File: src/rtl/timer_pkg.sv
// Shared definitions for the MM:SS countdown timer: controller state encoding,
// default alarm length and the MCLK-derived auto-repeat timing defaults.
package timer_pkg;

    // Controller modes; also the encoding driven on the STATE_DBG port.
    typedef enum logic [1:0] {
        ST_STOPPED = 2'd0,
        ST_RUNNING = 2'd1,
        ST_ALARM   = 2'd2
    } timer_state_t;

    // Board main clock frequency in Hz.
    localparam int MCLK_HZ = 25_175_000;

    // Number of 1 Hz ticks the alarm is shown before returning to STOPPED.
    localparam int ALARM_TICKS_DEF = 30;

    // Auto-repeat: 0.5 s hold before the first repeat, then one every 0.1 s.
    localparam int HOLD_CYCLES_DEF   = MCLK_HZ / 2;
    localparam int REPEAT_CYCLES_DEF = MCLK_HZ / 10;

endpackage

File: src/rtl/btn_edge.sv
// Synchronous one-bit rising-edge detector for a debounced button level.
// The edge output is combinational from the current sample and the stored
// previous sample; the consumer registers it. The first sample after reset
// only loads history, so a button held through reset yields no edge.
module btn_edge (
    input  logic clk_i,
    input  logic rst_i,
    input  logic level_i,
    output logic edge_o
);

    logic prev_q;
    logic valid_q;

    // History register and "history is meaningful" flag.
    always_ff @(posedge clk_i) begin
        if (rst_i) begin
            prev_q  <= 1'b0;
            valid_q <= 1'b0;
        end else begin
            prev_q  <= level_i;
            valid_q <= 1'b1;
        end
    end

    assign edge_o = valid_q & level_i & ~prev_q;

endmodule

File: src/rtl/timer_ctrl.sv
// Sequencing controller for the MM:SS countdown timer. Turns button edges and
// the 1 Hz tick into single-cycle SEC_INC / MIN_INC / DEC / CLR strobes and
// owns the STOPPED / RUNNING / ALARM mode and the alarm blink.
// Optional build macro TIMER_CTRL_AUTOREPEAT_EN adds hold-to-repeat on the
// add-second / add-minute buttons while STOPPED.
//
// Strobe semantics: every strobe output is registered and is high for exactly
// the one cycle following the MCLK edge at which the causing sample (button
// edge or TICK) was taken; no handshake, the counters must accept every strobe.
module timer_ctrl
    import timer_pkg::*;
#(
    parameter int ALARM_TICKS   = ALARM_TICKS_DEF,
    parameter int HOLD_CYCLES   = HOLD_CYCLES_DEF,
    parameter int REPEAT_CYCLES = REPEAT_CYCLES_DEF
) (
    input  logic       MCLK,
    input  logic       RST,
    input  logic       TICK,
    input  logic       BT_START,
    input  logic       BT_CLR,
    input  logic       BT_SEC,
    input  logic       BT_MIN,
    input  logic       ZERO,
    output logic       SEC_INC,
    output logic       MIN_INC,
    output logic       DEC,
    output logic       CLR,
    output logic       RUNNING,
    output logic       ENDED,
    output logic       BLANK,
    output logic [1:0] STATE_DBG
);

    localparam int ACW = $clog2(ALARM_TICKS + 1);

    // Zero-length alarms or repeat intervals would never terminate / fire.
    if (ALARM_TICKS < 1 || HOLD_CYCLES < 1 || REPEAT_CYCLES < 1) begin : g_bad_cfg
        $error("timer_ctrl: ALARM_TICKS, HOLD_CYCLES and REPEAT_CYCLES must be >= 1");
    end

    logic start_e, clr_e, sec_e, min_e;

    btn_edge u_edge_start (.clk_i(MCLK), .rst_i(RST), .level_i(BT_START), .edge_o(start_e));
    btn_edge u_edge_clr   (.clk_i(MCLK), .rst_i(RST), .level_i(BT_CLR),   .edge_o(clr_e));
    btn_edge u_edge_sec   (.clk_i(MCLK), .rst_i(RST), .level_i(BT_SEC),   .edge_o(sec_e));
    btn_edge u_edge_min   (.clk_i(MCLK), .rst_i(RST), .level_i(BT_MIN),   .edge_o(min_e));

    timer_state_t   state_q, state_d;
    logic           sec_inc_q, sec_inc_d;
    logic           min_inc_q, min_inc_d;
    logic           dec_q, dec_d;
    logic           clr_q, clr_d;
    logic           blank_q, blank_d;
    logic [ACW-1:0] acnt_q, acnt_d;
    logic [ACW-1:0] acnt_inc;

    assign acnt_inc = acnt_q + ACW'(1);

`ifdef TIMER_CTRL_AUTOREPEAT_EN
    // rep_cnt_q == 0 means no repeat armed; otherwise cycles since last strobe.
    logic [31:0] rep_cnt_q, rep_cnt_d;
    logic        rep_min_q, rep_min_d;      // 1: MIN is repeating, 0: SEC
    logic        rep_phase_q, rep_phase_d;  // 0: initial hold, 1: repeating
    logic        rep_hold;
    logic        rep_due;

    // Repeat continues only while the armed button is still the highest-priority held one.
    assign rep_hold = (rep_cnt_q != 32'd0) &&
                      (rep_min_q ? BT_MIN : (BT_SEC && !BT_MIN));
    assign rep_due  = rep_cnt_q == (rep_phase_q ? 32'(REPEAT_CYCLES) : 32'(HOLD_CYCLES));
`endif

    // Next-state and strobe decode; strobes default low, blank low outside ALARM.
    always_comb begin
        state_d   = state_q;
        sec_inc_d = 1'b0;
        min_inc_d = 1'b0;
        dec_d     = 1'b0;
        clr_d     = 1'b0;
        blank_d   = 1'b0;
        acnt_d    = '0;
`ifdef TIMER_CTRL_AUTOREPEAT_EN
        rep_cnt_d   = '0;
        rep_min_d   = rep_min_q;
        rep_phase_d = 1'b0;
`endif
        case (state_q)
            ST_STOPPED: begin
                if (clr_e) begin
                    clr_d = 1'b1;
                end else if (start_e) begin
                    if (!ZERO) state_d = ST_RUNNING;
                end else if (min_e) begin
                    min_inc_d = 1'b1;
`ifdef TIMER_CTRL_AUTOREPEAT_EN
                    rep_min_d = 1'b1;
                    rep_cnt_d = 32'd1;
`endif
                end else if (sec_e) begin
                    sec_inc_d = 1'b1;
`ifdef TIMER_CTRL_AUTOREPEAT_EN
                    rep_min_d = 1'b0;
                    rep_cnt_d = 32'd1;
`endif
                end else begin
`ifdef TIMER_CTRL_AUTOREPEAT_EN
                    if (rep_hold) begin
                        if (rep_due) begin
                            min_inc_d   = rep_min_q;
                            sec_inc_d   = !rep_min_q;
                            rep_cnt_d   = 32'd1;
                            rep_phase_d = 1'b1;
                        end else begin
                            rep_cnt_d   = rep_cnt_q + 32'd1;
                            rep_phase_d = rep_phase_q;
                        end
                    end
`endif
                end
            end
            ST_RUNNING: begin
                if (start_e) begin
                    state_d = ST_STOPPED;
                end else if (ZERO) begin
                    state_d = ST_ALARM;
                end else if (TICK) begin
                    dec_d = 1'b1;
                end
            end
            ST_ALARM: begin
                blank_d = blank_q;
                acnt_d  = acnt_q;
                if (clr_e) begin
                    clr_d   = 1'b1;
                    state_d = ST_STOPPED;
                    blank_d = 1'b0;
                    acnt_d  = '0;
                end else if (start_e) begin
                    state_d = ST_STOPPED;
                    blank_d = 1'b0;
                    acnt_d  = '0;
                end else if (TICK) begin
                    if (acnt_inc == ACW'(ALARM_TICKS)) begin
                        state_d = ST_STOPPED;
                        blank_d = 1'b0;
                        acnt_d  = '0;
                    end else begin
                        acnt_d  = acnt_inc;
                        blank_d = ~blank_q;
                    end
                end
            end
            default: state_d = ST_STOPPED;
        endcase
    end

    // State, strobe and counter registers with synchronous reset.
    always_ff @(posedge MCLK) begin
        if (RST) begin
            state_q   <= ST_STOPPED;
            sec_inc_q <= 1'b0;
            min_inc_q <= 1'b0;
            dec_q     <= 1'b0;
            clr_q     <= 1'b0;
            blank_q   <= 1'b0;
            acnt_q    <= '0;
        end else begin
            state_q   <= state_d;
            sec_inc_q <= sec_inc_d;
            min_inc_q <= min_inc_d;
            dec_q     <= dec_d;
            clr_q     <= clr_d;
            blank_q   <= blank_d;
            acnt_q    <= acnt_d;
        end
    end

`ifdef TIMER_CTRL_AUTOREPEAT_EN
    // Auto-repeat timer registers.
    always_ff @(posedge MCLK) begin
        if (RST) begin
            rep_cnt_q   <= '0;
            rep_min_q   <= 1'b0;
            rep_phase_q <= 1'b0;
        end else begin
            rep_cnt_q   <= rep_cnt_d;
            rep_min_q   <= rep_min_d;
            rep_phase_q <= rep_phase_d;
        end
    end
`endif

    assign SEC_INC   = sec_inc_q;
    assign MIN_INC   = min_inc_q;
    assign DEC       = dec_q;
    assign CLR       = clr_q;
    assign BLANK     = blank_q;
    assign RUNNING   = (state_q == ST_RUNNING);
    assign ENDED     = (state_q == ST_ALARM);
    assign STATE_DBG = state_q;

endmodule
File: config.mk
export PLATFORM = sky130hd
export DESIGN_NAME = timer_ctrl
export DESIGN_NICKNAME = d
export VERILOG_FILES = /design/src/rtl/timer_pkg.sv /design/src/rtl/btn_edge.sv /design/src/rtl/timer_ctrl.sv
export SDC_FILE = /design/constraint.sdc
export NUM_CORES = 1
export LEC_CHECK = 0
export BUFFER_PORTS_ARGS = -buffer_cell sky130_fd_sc_hd__buf_2
export CAP_MARGIN = 10
export CORE_MARGIN = 1.5
export CORE_UTILIZATION = 50
export CTS_CLUSTER_DIAMETER = 40
export DETAILED_ROUTE_END_ITERATION = 10
export PLACE_DENSITY = 0.73
export SETUP_SLACK_MARGIN = 0.2
export SLEW_MARGIN = 40
export SYNTH_ARGS = -nofsm -noshare
export SYNTH_HDL_FRONTEND = slang
export SYNTH_SLANG_ARGS = --single-unit
export TNS_END_PERCENT = 20
File: constraint.sdc
create_clock -name MCLK -period 1.7 [get_ports MCLK]
set_input_delay 0.34 -clock MCLK [delete_from_list [all_inputs] [get_ports MCLK]]
set_output_delay 0.34 -clock MCLK [all_outputs]
set_load 0.05 [all_outputs]
Word level (Yosys, flattened, before mapping)
Index checks and enable logic that the tools add are counted.
{"block": "totals", "output_inout_bits": 9, "regBits": 17, "in_bits": 8}
{"block": "op_classes", "add_sub_neg": 1, "n_bitwise": 17, "n_eq_ne": 9, "reduce_logical": 8, "mux": 17}
{"cell": "2-bit two-way mux", "count": 9}
{"cell": "4-bit OR reduction", "count": 3}
{"cell": "1-bit NOT", "count": 9}
{"cell": "1-bit AND", "count": 8}
{"cell": "1-bit two-way mux", "count": 6}
{"cell": "2-bit inequality test, second input constant", "count": 3}
{"cell": "2-bit one-hot mux with 3 select lines", "count": 1}
{"cell": "6-bit AND reduction", "count": 1}
{"cell": "5-bit by 1-bit adder with 5-bit output, second input constant", "count": 1}
{"cell": "5-bit == test, second input constant", "count": 1}
{"cell": "5-bit two-way mux", "count": 1}
{"cell": "5-bit OR reduction", "count": 1}
{"cell": "4-bit by 1-bit inequality test with 1-bit output, second input constant", "count": 1}
{"cell": "4-bit by 2-bit inequality test with 1-bit output, second input constant", "count": 1}
{"cell": "2-bit OR reduction", "count": 2}
{"cell": "3-bit by 2-bit inequality test with 1-bit output, second input constant", "count": 1}
{"cell": "2-bit by 1-bit == test with 1-bit output, second input constant", "count": 1}
{"cell": "2-bit == test, second input constant", "count": 1}
{"cell": "2-bit zero test", "count": 1}

Longest topological paths before layout
{"block": "depth", "word_depth": 7, "ltp_mapped": 5, "ltp_nobuf": 5}

Modules after synthesis
A second synthesis with hierarchy kept.
{"block": "hier_totals", "hier_cells": 88, "area_unflattened_um2": 879.6}
{"module": "timer_ctrl", "cells_each": 68, "seq_area_each_um2": 240.2, "n_inst": 1, "area_per_inst_um2": 644.4}
{"module": "btn_edge", "cells_each": 5, "seq_area_each_um2": 40.0, "n_inst": 4, "area_per_inst_um2": 58.8}

Worst setup path after synthesis
No wires, ideal clock.
{"block": "synth_path", "kind": "reg-to-reg", "start": "register state_q[0] (netlist: STATE_DBG[0])", "end": "register state_q[1] (netlist: STATE_DBG[1])", "slack_ps": -280, "setup_ps": 64, "stages_incl_launch_ff": 5, "path_buffers": 0, "t_arrival_ps": 1916, "cell_sequence": "dfxtp_1 nor2b_1 and2_1 o211ai_1 nor2_1"}
{"block": "synth_between", "elab_chain_cells": 3, "elab_cells_between_ends": 11}
{"element": "start, declared", "line_no": "timer_ctrl.sv:49", "rtl": "timer_state_t state_q, state_d;"}
{"element": "start signal, assigned", "line_no": "timer_ctrl.sv:169", "rtl": "state_q <= state_d;"}
{"element": "2-bit by 1-bit == test with 1-bit output *"}
{"element": "via RUNNING", "line_no": "timer_ctrl.sv:29", "rtl": "output logic RUNNING,"}
{"element": "3-bit by 2-bit inequality test with 1-bit output (no source line)"}
{"element": "6-bit AND reduction (no source line)"}
Mark *: on every way through the listed nets, which the timed path passes. The rest lies on a longest branch.
A chain may end at the register's enable or synchronous reset.

Worst setup path in the final report
{"block": "layout_path", "start": "register acnt_q[0]", "end": "register acnt_q[2]"}
{"block": "layout_between", "elab_chain_cells": 3}
{"element": "start, declared", "line_no": "timer_ctrl.sv:55", "rtl": "logic [ACW-1:0] acnt_q, acnt_d;"}
{"element": "start signal, assigned", "line_no": "timer_ctrl.sv:175", "rtl": "acnt_q <= acnt_d;"}
{"element": "5-bit by 1-bit adder with 5-bit output *", "line_no": "timer_ctrl.sv:58", "rtl": "assign acnt_inc = acnt_q + ACW'(1);"}
{"element": "5-bit == test", "line_no": "timer_ctrl.sv:144", "rtl": "if (acnt_inc == ACW'(ALARM_TICKS)) begin"}
{"element": "5-bit two-way mux *", "line_no": "timer_ctrl.sv:144"}
Mark *: on every way between the ends. The rest lies on a longest branch, timed or not.

==> impl.org <==
** Outcome
- The run finished with clean final reports.

** Power
- In this run the power density over the cells is roughly 740 nW/um^2.
- Net Sw Power :: approximately 170 uW
- Fraction of power spent switching nets :: 0.244
- Total power draw :: around 690 uW
- Of the total power, the clock network draws 0.306.
- Worst ir drop on vdd :: about 440 uV
- Design internal power :: slightly above 500 uW
- For this design the static power due to leakage is 0.357 nW.
- Combinational power share :: 0.092
- Of the total power, registers draw 0.601.

** Synthesis
- Share of flip-flops with an asynchronous set or reset :: 0
- Synthesis produced a netlist with a net count of 85.
- Synthesis produced 75 cells.
- Summing every instance area after synthesis gives about 770 um^2.
- Number of flops mapped to enable cells by yosys :: 0
- Yosys reg bits :: 17
- Yosys printed 0 warnings.
- Sequential area share after synthesis :: 0.444
- After synthesis, the netlist uses 29 different library cells.
- Syn Area/Cell :: 10.2 um^2
- Primary flip-flop cell chosen by synthesis mapping :: dfxtp_1

** STA
- Timing would allow up to 690 MHz.
- In the finished design, the share of the clock period the worst path needs comes to 0.852.
- Final critical-path required period :: roughly 1.4 ns
- Setup violations remaining at the end of the flow were counted as 0.
- Max_slew headroom :: 0.766
- The final-report hold violation count is 0.
- Across the routed clock network, the largest skew measured is a little over 0.01 ns.
- Setup slack on the critical path of the routed design comes to roughly 0.25 ns.
- Worst-margin pin slew :: about 0.35 ns
- For the final routed database, the setup TNS stands at 0 ns.
- RSZ-0062 raised after global routing :: true
- The number of slew-limit violations in the final report was 0.

** Drt
- Antenna viol nets, final :: 0
- In the routed layout, each cell is associated on average with a via count of 5.26.
- In the routed design, unresolved DRC markers number 0.
- Summing over every cut layer, the via total after detailed routing is 579.
- DR iter-0 viols :: 2
- The first detailed-routing pass ran for 2 iterations.
- For this block, the routed nets add up to around 1300 um of wire.
- After detailed routing, the average wire length per cell comes to 11.9 um.

** Die
- 17 I/O pins were placed.
- Floorplan Core Area :: between 1000 and 1500 um^2
- Chip height :: about 42 um
- The floorplan step defined a die boundary enclosing ~1800 um^2.
- For this configuration, the core starts out at a cell density of 0.561.
- The initialized floorplan defines 13 standard-cell rows.
- Die Width :: 42.2 um

** Finish
- For this run, the post-layout net count is roughly 110.
- Count of fill cells added during filler insertion :: about 110
- The repair_antennas step left the layout with diodes totalling 0.
- The register with the most flip-flops in the layout has 5 of them.
- Area overhead of the layout relative to synthesis :: 21.2%
- Top register by number of flip-flops :: acnt_q
- Once layout is complete, the utilization of the core stands at 0.680.
- Of the cells placed in the final design, the portion with a size suffix greater than 1 is 0.337.
- Post-layout instance count excluding filler cells :: 110

** Placement
- Count of input and output buffers :: 16
- Worst slack, placed :: ~0.18 ns
- Cell count after placement :: ~110
- The congestion estimate from routability-driven global placement came to 0.722.
- Detailed placement finished with a half-perimeter wire length of ~990 um.

** Global route
- Global-route wire length before repair :: about 2200 um
- Via count of the first global-routing pass :: 502
- Overflow left after global routing :: 0
- For this run, the total global-route usage over all layers was measured as 0.161.
- Initial antenna violation count :: 0
- Entering global routing, the biggest net connects 11 pins.

** Clock tree
- TritonCTS clock tree :: built
- TritonCTS Buffers :: 3
- In this run the deepest clock path goes through 2 buffers.
- Clock-pin transition on the worst setup and hold timing paths :: 0.10 ns
- Hold repair after CTS inserted 0 buffers.
- The clock drives 17 sinks.
- CTS placed an instance of clkbuf_4 at the clock tree root.
- H-tree depth :: 1
- Clock insertion delay at the later pin of the skew report :: about 0.29 ns

** Worst setup path
- For the worst setup path, the data arrival time is 1.61 ns.
- For this design, the slowest cell found on the critical path is dfxtp_4.
- Launching element type of the critical path :: flop
- Delay of the slowest cell on the worst path :: 0.38 ns
- Worst reg2reg path depth :: 5
- In this run the worst path has a maximum fanout of 6.
- Data on the critical path is required at its endpoint by 1.86 ns.
- The worst setup path is of the flop to flop kind.
- Type of destination of the critical path :: flop
- Traced cell by cell, the critical path runs through ha_2, nand3_1, mux2_4, a21oi_4, nor3_1.

** Worst hold path
- The min-delay analysis places its worst path in the category primary input to flop.
- Counting instances, the worst hold path has a depth of 2.

** Run
- The tool flagged a number of max-cap violations equal to 0.
## cells in the mapped netlist, types with 2 or more instances
| cell type | count | share of area |
|---|---|---|
| xnor2_1 | 2 | 0.023 |
| a21oi_1 | 2 | 0.013 |
| nand2_1 | 2 | 0.0098 |
| and2_1 | 2 | 0.016 |
| nor2b_1 | 10 | 0.082 |
| nand3_1 | 3 | 0.020 |
| dfxtp_1 | 17 | 0.44 |
| and3b_1 | 2 | 0.023 |
| xor2_1 | 2 | 0.023 |
| nor4_1 | 2 | 0.016 |
| inv_1 | 3 | 0.015 |
| nor3_1 | 5 | 0.033 |
| nand2b_1 | 2 | 0.016 |
| nand3b_1 | 2 | 0.020 |
| ha_1 | 2 | 0.033 |
| nor2_1 | 3 | 0.015 |
| nand4b_1 | 2 | 0.023 |
## path summary, 6_finish.rpt
kind              slack, ns               from           end
setup / recovery       0.25          acnt_q[0]     acnt_q[2]
hold / removal         0.23               ZERO  STATE_DBG[0]
hold reg to reg        0.41  u_edge_sec.prev_q       SEC_INC
setup reg to reg       0.25          acnt_q[0]     acnt_q[2]
## cells by family (layout without fill, tap and decap cells)
kind of cell             Yosys count  in the layout  synth area share
buffers and inverters              4             24            0.0212
XOR/XNOR                           4              4            0.0457
flip-flops                        17             17             0.444
AND/OR/NAND/NOR                   38             38             0.302
AO/OA/AOI/OAI                      9              9             0.140
adder cells (fa/ha/maj)            2              2            0.0326
multiplexers                       1              1            0.0147
## placed cells by master, fill, tap and decap left out, types with 2 or more instances in the layout
cell and n:
nand2b_1 2, nor2b_1 8, inv_1 3, dfxtp_1 13, xor2_1 2, nor3_1 5, a21oi_1 2, nand3b_1 2
clkbuf_4 5, dfxtp_2 3, nor2b_4 2, and3b_1 2, nand4b_1 2, buf_2 14, and2_1 2, xnor2_1 2
nor2_1 3, nor4_1 2, nand3_1 3, nand2_1 2
## per-layer routing
| layer | share of wire | track usage | up-vias |
|---|---|---|---|
| met3 | 0.032 | 0.0517 | 0 |
| met4 | 0 | 0.0563 | 0 |
| met1 | 0.52 | 0.225 | 261 |
| met5 | 0 | 0 | - |
| met2 | 0.45 | 0.231 | 9 |
| li1 | - | - | 309 |
## cell type report
class	count	area [um^2]	share of cell area
sequential	17	348	0.374
tap	15	18.8	0.0202
clock buffer	3	22.5	0.0242
multi-input combinational	54	432	0.464
timing repair buffer	17	92.6	0.0996
inverter	3	11.3	0.0121
clock inverter	1	5.00	0.00538
## critical path: cells and delay by family, from the launching register on
kind                     cells  cell delay (ns)
multiplexers                 1             0.34
adder cells (fa/ha/maj)      1             0.21
flip-flops                   1             0.38
AND/OR/NAND/NOR              2             0.19
AO/OA/AOI/OAI                1             0.21
## through the flow
stage / instance area (um^2) / hold slack [ns]
final: 930 / 0.234
after global routing: 930 / 0.212
after CTS: 910 / 0.227
after detailed placement: 878 / 0.401
after global placement: 878 / 0.397
after floorplan: 785 / 0.374
## power groups by stage
| stage | clock network, mW | logic, mW | registers (mW) |
|---|---|---|---|
| after CTS | 0.216 | 0.0629 | 0.414 |
| final | 0.210 | 0.0632 | 0.412 |
| after global placement | 0 | 0.0623 | 0.423 |
| after floorplan | 0 | 0.0317 | 0.434 |
| after detailed placement | 0 | 0.0626 | 0.423 |
| after global routing | 0.242 | 0.0686 | 0.414 |
## what timing repair did
action	CTS	global route
pin swaps	0	1
setup buffers	0	1
endpoints found under the setup margin	7	9
resized for setup	2	5
Note: power is estimated with default switching activity, not from simulation.
